`src/rtl/regfile_write_arbiter.sv`:
```
// regfile_write_arbiter: round-robin arbiter for the register-file write port with a read-after-write check.
// Define REGFILE_ARB_FWD_EN to forward the in-flight write instead of flagging a hazard.
module regfile_write_arbiter #(
    parameter int ADDR_W = 4,
    parameter int DATA_W = 32
) (
    input  logic              clk,
    input  logic              rst,
    input  logic              flush,
    input  logic              req0_valid,
    input  logic [ADDR_W-1:0] req0_addr,
    input  logic [DATA_W-1:0] req0_data,
    output logic              req0_ready,
    input  logic              req1_valid,
    input  logic [ADDR_W-1:0] req1_addr,
    input  logic [DATA_W-1:0] req1_data,
    output logic              req1_ready,
    output logic              rf_write,
    output logic [ADDR_W-1:0] rf_addr,
    output logic [DATA_W-1:0] rf_data,
    input  logic [ADDR_W-1:0] rd_addr_a,
    input  logic [ADDR_W-1:0] rd_addr_b,
    input  logic [DATA_W-1:0] rf_rdata_a,
    input  logic [DATA_W-1:0] rf_rdata_b,
    output logic [DATA_W-1:0] rd_data_a,
    output logic [DATA_W-1:0] rd_data_b,
    output logic              hazard_a,
    output logic              hazard_b
);
    logic              pri_q, pri_d;
    logic              rf_write_q, rf_write_d;
    logic [ADDR_W-1:0] rf_addr_q, rf_addr_d;
    logic [DATA_W-1:0] rf_data_q, rf_data_d;
    logic              accept, match_a, match_b;
    logic [ADDR_W-1:0] sel_addr;
    logic [DATA_W-1:0] sel_data;

    always_comb begin
        req0_ready = !rst && !flush && req0_valid && (!req1_valid || !pri_q);
        req1_ready = !rst && !flush && req1_valid && (!req0_valid || pri_q);
        accept     = req0_ready || req1_ready;
        sel_addr   = req0_ready ? req0_addr : req1_addr;
        sel_data   = req0_ready ? req0_data : req1_data;
        // the pointer moves to the index that did not just win
        pri_d      = accept ? req0_ready : pri_q;
        rf_write_d = accept && (sel_addr != '0);
        rf_addr_d  = accept ? sel_addr : rf_addr_q;
        rf_data_d  = accept ? sel_data : rf_data_q;
    end

    always_ff @(posedge clk) begin
        if (rst) begin
            pri_q      <= 1'b0;
            rf_write_q <= 1'b0;
            rf_addr_q  <= '0;
            rf_data_q  <= '0;
        end else begin
            pri_q      <= pri_d;
            rf_write_q <= rf_write_d;
            rf_addr_q  <= rf_addr_d;
            rf_data_q  <= rf_data_d;
        end
    end

    assign rf_write = rf_write_q;
    assign rf_addr  = rf_addr_q;
    assign rf_data  = rf_data_q;
    assign match_a  = rf_write_q && (rd_addr_a == rf_addr_q);
    assign match_b  = rf_write_q && (rd_addr_b == rf_addr_q);

`ifdef REGFILE_ARB_FWD_EN
    assign rd_data_a = match_a ? rf_data_q : rf_rdata_a;
    assign rd_data_b = match_b ? rf_data_q : rf_rdata_b;
    assign hazard_a  = 1'b0;
    assign hazard_b  = 1'b0;
`else
    assign rd_data_a = rf_rdata_a;
    assign rd_data_b = rf_rdata_b;
    assign hazard_a  = match_a && !rst;
    assign hazard_b  = match_b && !rst;
`endif
endmodule

```
`config.mk`:
```
export PLATFORM = sky130hd
export DESIGN_NAME = regfile_write_arbiter
export DESIGN_NICKNAME = d
export VERILOG_FILES = /design/src/rtl/regfile_write_arbiter.sv
export SDC_FILE = /design/constraint.sdc
export NUM_CORES = 1
export LEC_CHECK = 0
export ABC_AREA = 1
export ABC_CLOCK_PERIOD_IN_PS = 2600
export BUFFER_PORTS_ARGS = -buffer_cell sky130_fd_sc_hd__buf_2
export CORE_ASPECT_RATIO = 0.6
export CORE_MARGIN = 3
export CORE_UTILIZATION = 35
export CTS_CLUSTER_DIAMETER = 80
export DETAILED_ROUTE_END_ITERATION = 12
export PLACE_DENSITY = 0.78
export SYNTH_ARGS = -nofsm -noshare
export SYNTH_HDL_FRONTEND = slang
export SYNTH_SLANG_ARGS = --single-unit
```
`constraint.sdc`:
```
create_clock -name clk -period 2.6 [get_ports clk]
set_input_delay 0.13 -clock clk [delete_from_list [all_inputs] [get_ports clk]]
set_output_delay 0.13 -clock clk [all_outputs]
set_load 0.02 [all_outputs]
```
# After elaboration in Yosys (flattened, before gate mapping)
# Cells that the tools add are included.
[word_totals]
out_inout_bits = 105
in_bits = 149
elab_cells = 27
regBits = 38
[op_classes]
n_mux = 2
eq_ne = 2
reduce_logical = 19
[op_table]
columns = ["op", "count"]
rows = [
  ["32-bit two-way mux", 1],
  ["1-bit logical AND", 10],
  ["4-bit == test", 2],
  ["1-bit logical NOT", 5],
  ["4-bit two-way mux", 1],
  ["4-bit nonzero test", 1],
  ["1-bit logical OR", 3],
]

# Logic depth before layout (Yosys ltp)
[depth]
word_depth = 7
depth_mapped = 8

# Worst setup path after synthesis
# No wires, ideal clock.
[synth_path]
path_kind = "register to output"
from = "register rf_write_q, in the netlist rf_write"
to = "output port hazard_b"
stages_incl_launch_ff = 6
arrival_time_ns = 1.223
slack_ns = 1.247
t_required_ns = 2.470
path_buffers = 0
cell_sequence = "dfxtp_1 > inv_1 > nor2_1 > o21a_1 > nand3_1 > nor3_1"
[synth_between]
elab_chain_len = 2
[synth_lines]
columns = ["item", "line_no", "rtl"]
rows = [
  ["from (decl)", "31", "logic rf_write_q, rf_write_d;"],
  ["from (signal assigned)", "59", "rf_write_q <= rf_write_d;"],
  ["1-bit logical AND", "69", "assign match_b = rf_write_q && (rd_addr_b == rf_addr_q);"],
  ["1-bit logical AND", "80", "assign hazard_b = match_b && !rst;"],
  ["to (decl)", "28", "output logic hazard_b"],
]
# Every way passes these cells.

# Final worst setup path
[layout_path]
from = "register pri_q"
to = "output port req0_ready"
[layout_between]
elab_chain_len = 3
[layout_lines]
columns = ["item", "line_no", "rtl"]
rows = [
  ["from (decl)", "30", "logic pri_q, pri_d;"],
  ["from (signal assigned)", "58", "pri_q <= pri_d;"],
  ["1-bit logical NOT", "39", "req0_ready = !rst && !flush && req0_valid && (!req1_valid || !pri_q);"],
  ["1-bit logical OR", "39", ""],
  ["1-bit logical AND", "39", ""],
  ["to (decl)", "13", "output logic req0_ready,"],
]
# Every way passes these cells.

==> flow_summary_export.csv <==
group,metric,value,unit
sta,finalSetupTns,0,ns
global_routing,grt_max_degree,40,
global_routing,overflow,0,
worst_setup_path,cpPeakStageDelay,0.45,ns
routing,route.antenna.remaining_nets,0,
floorplan,rows,23,
routing,met2_length,3050,um
finish,finish.net_count,619,
sta,whs,0.138,ns
worst_setup_path,start_kind,"register",
power_and_ir_drop,leakage,1.77,nW
finish,area_growth_syn_to_layout,12.5,%
worst_setup_path,crit_arrival,1.58,ns
cts,cts_num_sinks,38,
routing,dr_total_vias,2564,
flow_run,maxcap_violations,0,
place,place_inst,563,
routing,detail_route.wirelength.met1,3120,um
routing,total_wirelength,7210,um
routing,drt-wirelength-per-cell,12.6,um
worst_setup_path,regToRegStartpoint,"pri_q$_SDFFE_PP0P_",
finish,drive_gt1_frac,0.301,
floorplan,ios,254,
floorplan,die_x,118,um
cts,post_cts_repair_resize_count,0,
synthesis,syn-num-nets,566,
worst_setup_path,critPathSlowestCell,"sky130_fd_sc_hd__inv_2",
floorplan,initial_core_util,0.378,
sta,timing_max_transition_violations_final,0,
global_routing,grt_pass1_vias,2530,
floorplan,die-area,0.00867,mm^2
synthesis,synth-seq-cells,38,
worst_setup_path,path_class,"register to output port",
cts,cts_hold_buf,0,
routing,highest-signal-layer,"met4",
sta,finalHoldViolCount,0,
floorplan,dieHeight,73.3,um
routing,drc,0,
routing,met3_wirelength,1010,um
sta,worstMarginPinSlew,0.670,ns
worst_setup_path,critical_path.max_fanout,33,
cts,clock_insertion_delay_worst_skew,0.27,ns
cts,tritoncts_clock_tree,"yes",
cts,clk_pin_slew,0.06,ns
sta,finalCriticalPeriod,1.71,ns
routing,vias_per_cell,4.49,
sta,finalClockSkew,0.00537,ns
synthesis,synth_cells,417,
power_and_ir_drop,vdd.ir_drop.worst,0.238,mV
finish,fin_util,0.425,
min_path,worst_hold_path_type,"input port to register",
sta,achievable-frequency,584,MHz
sta,fin_crit_sh,0.659,
synthesis,seq_area_frac_synth,0.288,
global_routing,first_pass_grt_wire_length,11600,um
cts,cts_buffer_depth,2,
sta,timing.max_slew.rel_slack,0.553,
place,quantity_of_i_o_buffers_inserted_on_ports,125,
cts,clock-root-buffer,"sky130_fd_sc_hd__clkbuf_16",
worst_setup_path,worst_path_cell_chain,"nand2_1 -> nand3_2 -> inv_2 -> buf_2",
worst_setup_path,critical_path.startpoint,"pri_q$_SDFFE_PP0P_",
global_routing,global_router_s_overall_resource_usage,0.164,
power_and_ir_drop,power.density,550,mW/mm^2
cts,post-cts-setup-buffer-count,0,
synthesis,synth.lib_cells_used.distinct,23,
floorplan,floorplan.core_area,0.00699,mm^2
synthesis,yosys_warnings,0,
finish,insertedDiodeCount,0,
sta,rsz_0062_raised_after_global_routing,"false",
run_status,run_status,"complete, no violations",
cts,cts_htree_levels,2,
routing,drt-initial-drc-count,131,
worst_setup_path,crit_required,2.47,ns
place,dpl.hpwl,5260,um
synthesis,post_synth.cell_area_avg,6.34,um^2
worst_setup_path,worstSetupEndpointType,"output port",
synthesis,synth.cell_area,0.00264,mm^2
finish,finish.cell_count_without_fillers,571,
routing,dr.pass1.iters,6,
min_path,hold_start,"req0_data[31]",
sta,setup_violations,0,
cts,cts_inserted_buffers,5,
place,gp_routability_congestion,0.817,
global_routing,antenna_found_initial,0,
==> worst max-delay path, delay by kind of cell, from the launching register on <==
| family | cells | cell delay (ns) |
|---|---|---|
| buffers and inverters | 2 | 0.72 |
| flip-flops | 1 | 0.32 |
| AND/OR/NAND/NOR | 2 | 0.26 |
==> cell type report <==
class,instances,area [um^2]
repair buffers,128,648
multi-input cells,213,958
clock buffers,8,166
fillers,766,4020
well taps,100,125
flip-flops and latches,38,761
inverters,84,315
==> metrics by stage <==
stage | setup slack [ns] | instance area [um^2] | total power, mW
global placement | 1.18 | 2810 | 0.975
detailed placement | 1.12 | 2810 | 0.983
finish | 0.887 | 2970 | 1.63
global route | 0.752 | 2970 | 1.73
floorplan | 1.25 | 2640 | 0.997
CTS | 0.869 | 2970 | 1.66
==> registers in the layout (all words and copies together), names as in the netlist <==
signal and cells:
pri_q 1, rf_data 32, rf_addr 4, rf_write 1
==> cells by family after synthesis <==
group,share of synthesized area
AO/OA/AOI/OAI,0.0876
buffers and inverters,0.353
AND/OR/NAND/NOR,0.265
flip-flops,0.288
XOR/XNOR,0.00663
==> report_power, final <==
group          total, mW  leakage (nW)  internal, mW  switching, mW
Sequential         0.642         0.313         0.622         0.0203
Clock              0.664        0.0832         0.434          0.230
Combinational      0.328          1.37         0.129          0.200
Total               1.63          1.77          1.18          0.450
==> Yosys cell counts <==
cell type	count	area (um^2)
sky130_fd_sc_hd__o2111ai_1	1	8.76
sky130_fd_sc_hd__or2_2	1	6.26
sky130_fd_sc_hd__a21oi_1	37	185
sky130_fd_sc_hd__o211ai_1	1	7.51
sky130_fd_sc_hd__o221ai_1	1	8.76
sky130_fd_sc_hd__inv_2	2	7.51
sky130_fd_sc_hd__buf_6	7	78.8
sky130_fd_sc_hd__nand3_2	1	10.0
sky130_fd_sc_hd__xor2_1	2	17.5
sky130_fd_sc_hd__buf_2	4	20.0
sky130_fd_sc_hd__nor2_1	3	11.3
sky130_fd_sc_hd__buf_4	67	503
sky130_fd_sc_hd__o21a_1	1	7.51
sky130_fd_sc_hd__inv_1	82	308
sky130_fd_sc_hd__o21ai_2	1	8.76
sky130_fd_sc_hd__nand4_1	4	25.0
sky130_fd_sc_hd__nor2_4	1	11.3
sky130_fd_sc_hd__nand2_1	122	458
sky130_fd_sc_hd__nand3_1	33	165
sky130_fd_sc_hd__dfxtp_1	38	761
sky130_fd_sc_hd__nor3_1	3	15.0
sky130_fd_sc_hd__clkbuf_1	4	15.0
sky130_fd_sc_hd__o21ai_0	1	5.00
==> worst paths after layout <==
path	endpoint	slack [ns]	cells after the start
worst max-delay path	req0_ready	0.89	4
worst min-delay path	rf_data[31]$_SDFFE_PP0P_	0.14	5
worst max register to register	rf_write$_SDFF_PP0_	1.13	8
worst min register to register	pri_q$_SDFFE_PP0P_	0.47	2
==> metal layers <==
layer | up-vias | global-route usage
met5 | - | 0
met3 | 8 | 0.0938
met2 | 170 | 0.265
met4 | 0 | 0.0351
met1 | 1097 | 0.191
li1 | 1289 | -
==> cell usage in the layout, fill, tap and decap left out, drive strengths merged <==
| cell type | netlist | routed |
|---|---|---|
| or2 | 1 | 1 |
| o211ai | 1 | 1 |
| buf | 78 | 128 |
| nor3 | 3 | 3 |
| clkbuf | 4 | 8 |
| nand2 | 122 | 122 |
| a21oi | 37 | 37 |
| xor2 | 2 | 2 |
| dfxtp | 38 | 38 |
| inv | 84 | 84 |
| nor2 | 4 | 4 |
| nand3 | 34 | 34 |
| o2111ai | 1 | 1 |
| o221ai | 1 | 1 |
| nand4 | 4 | 4 |
| o21ai | 2 | 2 |
| o21a | 1 | 1 |
(Power assumes the default switching activity.)
